`config.mk`:
```
export PLATFORM = sky130hd
export DESIGN_NAME = diff_clk_out_gen_flat
export DESIGN_NICKNAME = d
export VERILOG_FILES = /design/src/rtl/diff_clk_out_gen_if.sv /design/src/rtl/diff_clk_out_gen.sv /design/src/flat_wrapper.sv
export SDC_FILE = /design/constraint.sdc
export NUM_CORES = 1
export LEC_CHECK = 0
export BUFFER_PORTS_ARGS = -buffer_cell sky130_fd_sc_hd__clkbuf_2
export CAP_MARGIN = 30
export CORE_MARGIN = 2
export CORE_UTILIZATION = 45
export CTS_CLUSTER_SIZE = 14
export DETAILED_ROUTE_END_ITERATION = 16
export PLACE_DENSITY_LB_ADDON = 0.3
export SYNTH_ARGS = -nofsm -noshare
export SYNTH_HDL_FRONTEND = slang
export SYNTH_SLANG_ARGS = --single-unit
export TNS_END_PERCENT = 100
```
`constraint.sdc`:
```
create_clock -name clk -period 3.1 [get_ports clk]
set_input_delay 0 -clock clk [delete_from_list [all_inputs] [get_ports clk]]
set_output_delay 0 -clock clk [all_outputs]
set_load 0.01 [all_outputs]
```
`src/rtl/diff_clk_out_gen_if.sv`:
```
// ----------------------------------------------------------------------------
// diff_clk_out_gen_if
//   Bundles the control inputs and clock outputs of diff_clk_out_gen.
//
//   en          : request the output clock to run (level, sampled only in IDLE
//                 and at the end of a LOW half-period)
//   div         : half-period minus one, in clk cycles; sampled at period start
//   o / ob      : differential output pair (ob = ~o while running, 0 when idle)
//   odiv2       : toggles on every rising edge of o
//   running     : high while the generator is not idle
//   div_active  : divider value currently in use
//   state_dbg   : encoded FSM state (0 = IDLE, 1 = HIGH, 2 = LOW) for observers
//
//   Modports: master drives en/div and observes everything else;
//             slave is the generator itself.
// ----------------------------------------------------------------------------
interface diff_clk_out_gen_if #(
    parameter int DIV_WIDTH = 8
);
    logic                 en;
    logic [DIV_WIDTH-1:0] div;
    logic                 o;
    logic                 ob;
    logic                 odiv2;
    logic                 running;
    logic [DIV_WIDTH-1:0] div_active;
    logic [1:0]           state_dbg;

    modport master (
        output en,
        output div,
        input  o,
        input  ob,
        input  odiv2,
        input  running,
        input  div_active,
        input  state_dbg
    );

    modport slave (
        input  en,
        input  div,
        output o,
        output ob,
        output odiv2,
        output running,
        output div_active,
        output state_dbg
    );
endinterface

```
`src/rtl/diff_clk_out_gen.sv`:
```
// ----------------------------------------------------------------------------
// diff_clk_out_gen
//   Generates a programmable-frequency differential clock pair (o / ob) and a
//   half-rate companion (odiv2) from the fabric clock. Each half period lasts
//   div_active+1 clk cycles; the divider is latched only when a new high
//   phase starts, so a running clock never produces a runt pulse. Start and
//   stop always happen on full half-period boundaries.
//
//   Ports:
//     clk  : fabric clock, all logic on its rising edge
//     rst  : asynchronous, active-high reset
//     bus  : diff_clk_out_gen_if.slave (en, div in; o, ob, odiv2, running,
//            div_active, state_dbg out)
//
//   All outputs come straight from flops; en and div only feed next-state
//   logic.
// ----------------------------------------------------------------------------
module diff_clk_out_gen #(
    parameter int DIV_WIDTH = 8
) (
    input  logic              clk,
    input  logic              rst,
    diff_clk_out_gen_if.slave bus
);

    typedef enum logic [1:0] {
        IDLE = 2'd0,
        HIGH = 2'd1,
        LOW  = 2'd2
    } state_t;

    state_t               state_q, state_d;
    logic [DIV_WIDTH-1:0] cnt_q, cnt_d;
    logic [DIV_WIDTH-1:0] div_active_q, div_active_d;
    logic                 o_q, o_d;
    logic                 ob_q, ob_d;
    logic                 odiv2_q, odiv2_d;
    logic                 running_q, running_d;

    // Compare happens before the increment, so cnt never needs to reach
    // div_active+1 and an all-ones divider cannot wrap.
    logic                 phase_done;
    assign phase_done = (cnt_q == div_active_q);

    always_ff @(posedge clk or posedge rst) begin
        if (rst) begin
            state_q      <= IDLE;
            cnt_q        <= '0;
            div_active_q <= '0;
            o_q          <= 1'b0;
            ob_q         <= 1'b0;
            odiv2_q      <= 1'b0;
            running_q    <= 1'b0;
        end else begin
            state_q      <= state_d;
            cnt_q        <= cnt_d;
            div_active_q <= div_active_d;
            o_q          <= o_d;
            ob_q         <= ob_d;
            odiv2_q      <= odiv2_d;
            running_q    <= running_d;
        end
    end

    always_comb begin
        state_d      = state_q;
        cnt_d        = cnt_q;
        div_active_d = div_active_q;
        o_d          = o_q;
        ob_d         = ob_q;
        odiv2_d      = odiv2_q;
        running_d    = running_q;

        case (state_q)
            IDLE: begin
                o_d       = 1'b0;
                ob_d      = 1'b0;
                running_d = 1'b0;
                if (bus.en) begin
                    state_d      = HIGH;
                    div_active_d = bus.div;
                    cnt_d        = '0;
                    o_d          = 1'b1;
                    ob_d         = 1'b0;
                    odiv2_d      = ~odiv2_q;
                    running_d    = 1'b1;
                end
            end

            // en is deliberately not looked at here: a started high phase
            // always runs to completion.
            HIGH: begin
                if (phase_done) begin
                    state_d = LOW;
                    cnt_d   = '0;
                    o_d     = 1'b0;
                    ob_d    = 1'b1;
                end else begin
                    cnt_d = cnt_q + DIV_WIDTH'(1);
                end
            end

            // End of LOW is the only point where a running clock looks at en
            // and div, so a short en dropout inside LOW leaves no gap.
            LOW: begin
                if (phase_done) begin
                    cnt_d = '0;
                    if (bus.en) begin
                        state_d      = HIGH;
                        div_active_d = bus.div;
                        o_d          = 1'b1;
                        ob_d         = 1'b0;
                        odiv2_d      = ~odiv2_q;
                    end else begin
                        state_d   = IDLE;
                        o_d       = 1'b0;
                        ob_d      = 1'b0;
                        running_d = 1'b0;
                    end
                end else begin
                    cnt_d = cnt_q + DIV_WIDTH'(1);
                end
            end

            default: begin
                state_d   = IDLE;
                cnt_d     = '0;
                o_d       = 1'b0;
                ob_d      = 1'b0;
                running_d = 1'b0;
            end
        endcase
    end

    assign bus.o          = o_q;
    assign bus.ob         = ob_q;
    assign bus.odiv2      = odiv2_q;
    assign bus.running    = running_q;
    assign bus.div_active = div_active_q;
    assign bus.state_dbg  = state_q;

endmodule

```
`src/flat_wrapper.sv`:
```
// flat-port wrapper written by rule: the top's interface ports become plain ports
module diff_clk_out_gen_flat 
#(
    parameter int DIV_WIDTH = 8
)
  (clk, rst, bus_en, bus_div, bus_o, bus_ob, bus_odiv2, bus_running, bus_div_active, bus_state_dbg);
  diff_clk_out_gen_if #(.DIV_WIDTH(DIV_WIDTH)) bus_i ();
  input  logic clk;
  input  logic rst;
  input wire logic [$bits(bus_i.en)-1:0] bus_en;
  input wire logic [$bits(bus_i.div)-1:0] bus_div;
  output wire logic [$bits(bus_i.o)-1:0] bus_o;
  output wire logic [$bits(bus_i.ob)-1:0] bus_ob;
  output wire logic [$bits(bus_i.odiv2)-1:0] bus_odiv2;
  output wire logic [$bits(bus_i.running)-1:0] bus_running;
  output wire logic [$bits(bus_i.div_active)-1:0] bus_div_active;
  output wire logic [$bits(bus_i.state_dbg)-1:0] bus_state_dbg;
  assign bus_i.en = bus_en;
  assign bus_i.div = bus_div;
  assign bus_o = bus_i.o;
  assign bus_ob = bus_i.ob;
  assign bus_odiv2 = bus_i.odiv2;
  assign bus_running = bus_i.running;
  assign bus_div_active = bus_i.div_active;
  assign bus_state_dbg = bus_i.state_dbg;
  diff_clk_out_gen #(.DIV_WIDTH(DIV_WIDTH)) u_core (.clk(clk), .rst(rst), .bus(bus_i));
endmodule
```
* After elaboration in Yosys (flattened, before gate mapping)
Index checks and enable logic that the tools add are counted.
** Storage, ports and cells
- Register bits :: 22
- Output and inout bits :: 14
- Memory bits (writable) :: 0
- Bits in read-only memories :: 0
- Word-level logic and storage cells :: 47
- Bits in latches :: 0
- Bits of input ports :: 11
- Memories kept :: 0
** Cells by class
- Divide/modulo/power cells :: 0
- $add $sub $neg :: 1
- $mul :: 0
- Reduce and logical (&&, ||, !) cells :: 7
- Shift-type cells :: 0
- Equal/unequal tests :: 7
- Bitwise operators :: 2
- Magnitude comparators :: 0
- Multiplexer cells :: 23
** Operators by type and width (number)
- 8-bit 2-to-1 mux :: 4
- 8-bit one-hot mux with 2 select lines :: 2
- 1-bit 2-to-1 mux :: 9
- 8-bit by 1-bit adder with 8-bit output (second input constant) :: 1
- 8-bit equality test :: 1
- 2-bit 2-to-1 mux :: 3
- 1-bit one-hot mux with 3 select lines :: 2
- 2-bit one-hot mux with 3 select lines :: 1
- 3-bit AND reduction :: 2
- 2-bit by 1-bit inequality test with 1-bit output (second input constant) :: 2
- 2-bit inequality test (second input constant) :: 2
- 1-bit one-hot mux with 2 select lines :: 2
- 2-bit AND reduction :: 2
- 2-bit by 1-bit equality test with 1-bit output (second input constant) :: 1
- 2-bit equality test (second input constant) :: 1
- 2-bit logical NOT :: 1
- 1-bit NOT :: 2
- 2-bit nonzero test :: 1
- 2-bit OR reduction :: 1

* Depth between registers and ports, before layout
- Depth after elaboration :: 4
- Mapped depth :: 8
- Depth with buffers taken out :: 7

* Worst setup path after synthesis
OpenSTA, ideal clock, no wires.
- Path kind :: reg2reg
- From :: register u_core.state_q[0], in the netlist u_core.bus.state_dbg[0]
- To :: register u_core.cnt_q[7]
- Path buffers :: 1
- Clock period less this slack :: 1721 ps
- Cell stages (with the launch flop) :: 9
- Arrival :: 1643 ps
- Setup slack :: 1379 ps
- Path through :: dfrtp_1 -> inv_1 -> ha_1 -> nor2b_1 -> clkbuf_1 -> nor3_1 -> nand3_1 -> xor2_1 -> a21oi_1
** On the way
- Word-level cells in the longest chain between the ends :: 3
** RTL lines
- from (decl) :: line diff_clk_out_gen.sv:32 : state_t state_q, state_d;
- from (signal assigned) :: line diff_clk_out_gen.sv:55 : state_q <= state_d;
- 2-bit by 1-bit equality test with 1-bit output or 2-bit equality test (tied branches) :: line diff_clk_out_gen.sv:74 : case (state_q)
- 2-bit OR reduction (no line)
- 8-bit one-hot mux with 2 select lines :: line diff_clk_out_gen.sv:74
- to (signal assigned) :: line diff_clk_out_gen.sv:56 : cnt_q <= cnt_d;
- to (decl) :: line diff_clk_out_gen.sv:33 : logic [DIV_WIDTH-1:0] cnt_q, cnt_d;
Parallel ways exist; a longest one is shown, timed or not.
A chain may end at the register's enable or synchronous reset.

* Worst setup path after layout
- From :: register u_core.state_q[0], in the netlist u_core.bus.state_dbg[0]
- To :: register u_core.div_active_q[3], in the netlist u_core.bus.div_active[3]
** On the way
- Word-level cells in the longest chain between the ends :: 3
** RTL lines
- 2-bit equality test or 2-bit logical NOT (tied branches) :: line diff_clk_out_gen.sv:74
- 2-bit by 1-bit inequality test with 1-bit output (no line) or 2-bit nonzero test (tied branches)
- 2-bit AND reduction (no line)
- to (signal assigned) :: line diff_clk_out_gen.sv:57 : div_active_q <= div_active_d;
- to (decl) :: line diff_clk_out_gen.sv:34 : logic [DIV_WIDTH-1:0] div_active_q, div_active_d;
Parallel ways exist; a longest one is shown, timed or not.

==> metrics.md <==
| Metric | Value |
|---|---|
| Max Root-Sink Buffers | `2` |
| Number of antenna violations at the first check in global routing | `0` |
| Initial cell density of the core | `0.467` |
| Vias per cell | `5.29` |
| Fin worst setup slack | `1.01 ns` |
| Class of the tightest hold or removal check | `primary input to asynchronous set/reset pin` |
| First-pass DRT Iterations | `4` |
| Clock root cell | `sky130_fd_sc_hd__clkbuf_4` |
| Time the final worst path needs with I/O delays and setup | `2.09 ns` |
| Die Span Y | `54.5 µm` |
| Die W | `54.5 µm` |
| Total via count in the routed design | `883` |
| Vias in the first global route | `852` |
| Die area | `2970 µm²` |
| Post-layout net count | `154` |
| Antenna-violating nets left | `0` |
| Wire length of the first global-routing pass | `3.71 mm` |
| Crit path launch type | `register` |
| Clock-pin slew on the worst setup and hold paths | `0.13 ns` |
| Peak clock frequency supported by timing | `0.478 GHz` |
| Capturing element type of the critical path | `register` |
| Maximum number of pins on one net before global-route repair | `23` |
| Placeable core area | `2450 µm²` |
| Max-slew violations | `0` |
| Final setup fails | `0` |
| Tcrit/Tclk final | `0.675` |
| Syn-to-layout area delta | `25.8%` |
| Total Routing Usage GR | `0.183` |
| Crit path DAT | `2.31 ns` |
| Number of standard cells in the layout, taps in and fillers out | `167` |
| Slew of the pin with the lowest slew margin | `0.814 ns` |
| Standby leakage power | `0.701 nW` |
| Unrepaired setup endpoints after global routing | `no` |
| Place WS | `1.00 ns` |
| Total of buffers placed on input and output ports | `24` |
| Worst-skew pair later-pin latency | `0.31 ns` |
| Number of register bits inferred by synthesis | `22` |
| Total power divided by cell area | `824 nW/µm²` |
| Number of clock sinks seen by CTS | `22` |
| Post-Syn Area per Cell | `11.3 µm²` |
| Grt ovf | `0` |
| Cell type of the slowest stage on the worst timing path | `sky130_fd_sc_hd__a21o_1` |
| Drt drc | `0` |
| Count of inserted antenna diode cells | `0` |
| Clock tree from TritonCTS | `done` |
| Post-cts gate resize count | `0` |
| Site row count | `18` |
| Post-DR wirelength/cell | `13.6 µm` |
| Nets in the synthesized netlist | `117` |
| Number of hold violations in the final report | `0` |
| Starting DRC count in detailed routing | `8` |
| Status | `finished, final reports clean` |
| Number of levels the H-tree was split into | `1` |
| Synth warnings | `0` |
| Sum of negative setup slack | `0 ns` |
| Instance count of the mapped netlist | `101` |
| Post-Syn Area | `1150 µm²` |
| IO Pins | `25` |
| Total length of routed wires | `2.27 mm` |
| Crit path kind | `register to register` |
| Largest incremental delay on the critical path | `0.50 ns` |
| Synth cell types | `30` |
| Critical path peak fanout | `9` |
| Max-Slew Margin vs Limit | `0.457` |
| Worst path cell trace | `inv_1 > ha_1 > o21ai_0 > a21o_1 > mux2_4` |
| Final HPWL from detailed placement | `1.61 mm` |
| Max cap viols | `0` |
| Maximum ir drop on the vdd rail | `0.000458 V` |
| Placed cell count | `153` |
| TritonCTS buffer count | `3` |
| Number of buffers inserted by hold repair at cts | `10` |
| Post-CTS Setup Bufs | `0` |
| Setup clock skew after layout | `0.00628 ns` |
| Final GP Congestion | `0.767` |
| Sequential area share after synthesis | `0.480` |
| Fraction of final layout cells sized beyond drive strength 1 | `0.299` |
| WP data required | `3.31 ns` |
[cells in the final DEF, fill, tap and decap left out, types with 2 or more instances in the layout]
cell,instances
sky130_fd_sc_hd__ha_1,5
sky130_fd_sc_hd__a21o_1,2
sky130_fd_sc_hd__dlygate4sd3_1,10
sky130_fd_sc_hd__nand3_1,3
sky130_fd_sc_hd__a21oi_1,6
sky130_fd_sc_hd__o21ai_0,7
sky130_fd_sc_hd__a22o_1,2
sky130_fd_sc_hd__mux2_4,8
sky130_fd_sc_hd__nor3_1,2
sky130_fd_sc_hd__inv_1,4
sky130_fd_sc_hd__dfrtp_1,22
sky130_fd_sc_hd__nand4_1,2
sky130_fd_sc_hd__clkbuf_2,24
sky130_fd_sc_hd__clkbuf_4,3
sky130_fd_sc_hd__xnor2_1,10
sky130_fd_sc_hd__nand2_1,5
sky130_fd_sc_hd__nor2_1,7
[per-layer routing]
metal  part of all wire  vias to the layer above  track usage  wire [µm]
met1               0.42                      429        0.215        946
met5                  0                        -            0          0
met2               0.52                       23        0.313       1170
met3              0.039                        6       0.0246         89
met4              0.029                        0        0.113         65
li1                   -                      425            -          -
[critical path: cells and delay by family (launching register included)]
family                   cells  cell delay (ns)
multiplexers                 1             0.35
flip-flops                   1             0.44
buffers and inverters        1             0.09
adder cells (fa/ha/maj)      1             0.27
AO/OA/AOI/OAI                2             0.85
[power breakdown]
part | internal, mW | switching, mW
clock network | 0.131 | 0.0932
logic | 0.261 | 0.236
registers | 0.378 | 0.0890
total | 0.770 | 0.418
[state kept, by name, summed over array words and instances, names as in the netlist]
name	count
u_core.bus.state_dbg	2
u_core.cnt_q	8
u_core.bus.ob	1
u_core.bus.o	1
u_core.bus.div_active	8
u_core.bus.running	1
u_core.bus.odiv2	1
[area by class of cell]
type                    instances  area [µm²]
inverters                       4        15.0
well taps                      30        37.5
multi-input cells              73         566
repair buffers                 34         220
clock inverters                 1        30.0
fillers                       229        1010
flip-flops and latches         22         551
clock buffers                   3        22.5
[cell usage after synthesis, drive strengths merged]
cell    instances  area share
a21o            2       0.013
a21oi           6       0.026
a22o            3       0.024
a31o            1      0.0076
a32oi           1      0.0076
and2b           1      0.0066
and3            1      0.0066
buf             1      0.0098
clkbuf          1      0.0033
dfrtp          22        0.48
ha              5       0.055
inv             4       0.013
mux2            9        0.11
mux2i           1      0.0087
nand2           5       0.016
nand2b          1      0.0055
nand3           3       0.013
nand4           2       0.011
nor2            7       0.023
nor2b           1      0.0055
nor3            2      0.0087
nor4b           1      0.0076
o211ai          1      0.0066
o21ai           8       0.035
or2             1      0.0076
xnor2          10       0.076
xor2            1      0.0076
[per-stage QoR]
| step | util | hold WS, ns | area [µm²] | total power [mW] |
|---|---|---|---|---|
| 2_1_floorplan | - | -0.0108 | 1150 | 0.819 |
| 5_1_grt | 0.587 | 0.450 | 1440 | 1.28 |
| 3_3_place_gp | 0.525 | 0.185 | 1290 | 0.947 |
| 4_1_cts | 0.587 | 0.388 | 1440 | 1.20 |
| 6_report | 0.587 | 0.349 | 1440 | 1.19 |
| 3_5_place_dp | 0.525 | 0.188 | 1290 | 0.966 |
[logic make-up after synthesis]
kind of cell | Yosys count | synth area share
AOI/OAI and AO/OA | 22 | 0.120
and+or+nand+nor | 25 | 0.111
muxes | 10 | 0.123
xor gates and xnor gates | 11 | 0.0841
buffers and inverters | 6 | 0.0262
adders and majority gates | 5 | 0.0546
DFF | 22 | 0.480
[worst paths after layout]
check                                                        to  slack, ns  cells past startpoint                                 from
hold / removal              u_core.bus.state_dbg[1]$_DFFE_PP0P_       0.35                      3                                  rst
hold reg to reg                    u_core.bus.odiv2$_DFFE_PP0P_       0.49                      1         u_core.bus.odiv2$_DFFE_PP0P_
max in group asynchronous  u_core.bus.div_active[5]$_DFFE_PP0P_       2.25                      3                                  rst
setup reg to reg           u_core.bus.div_active[3]$_DFFE_PP0P_       1.01                      5  u_core.bus.state_dbg[0]$_DFFE_PP0P_
min in group clk           u_core.bus.div_active[1]$_DFFE_PP0P_       0.44                      3                           bus_div[1]
setup / recovery           u_core.bus.div_active[3]$_DFFE_PP0P_       1.01                      5  u_core.bus.state_dbg[0]$_DFFE_PP0P_
Note: power is estimated with default switching activity, not from simulation.
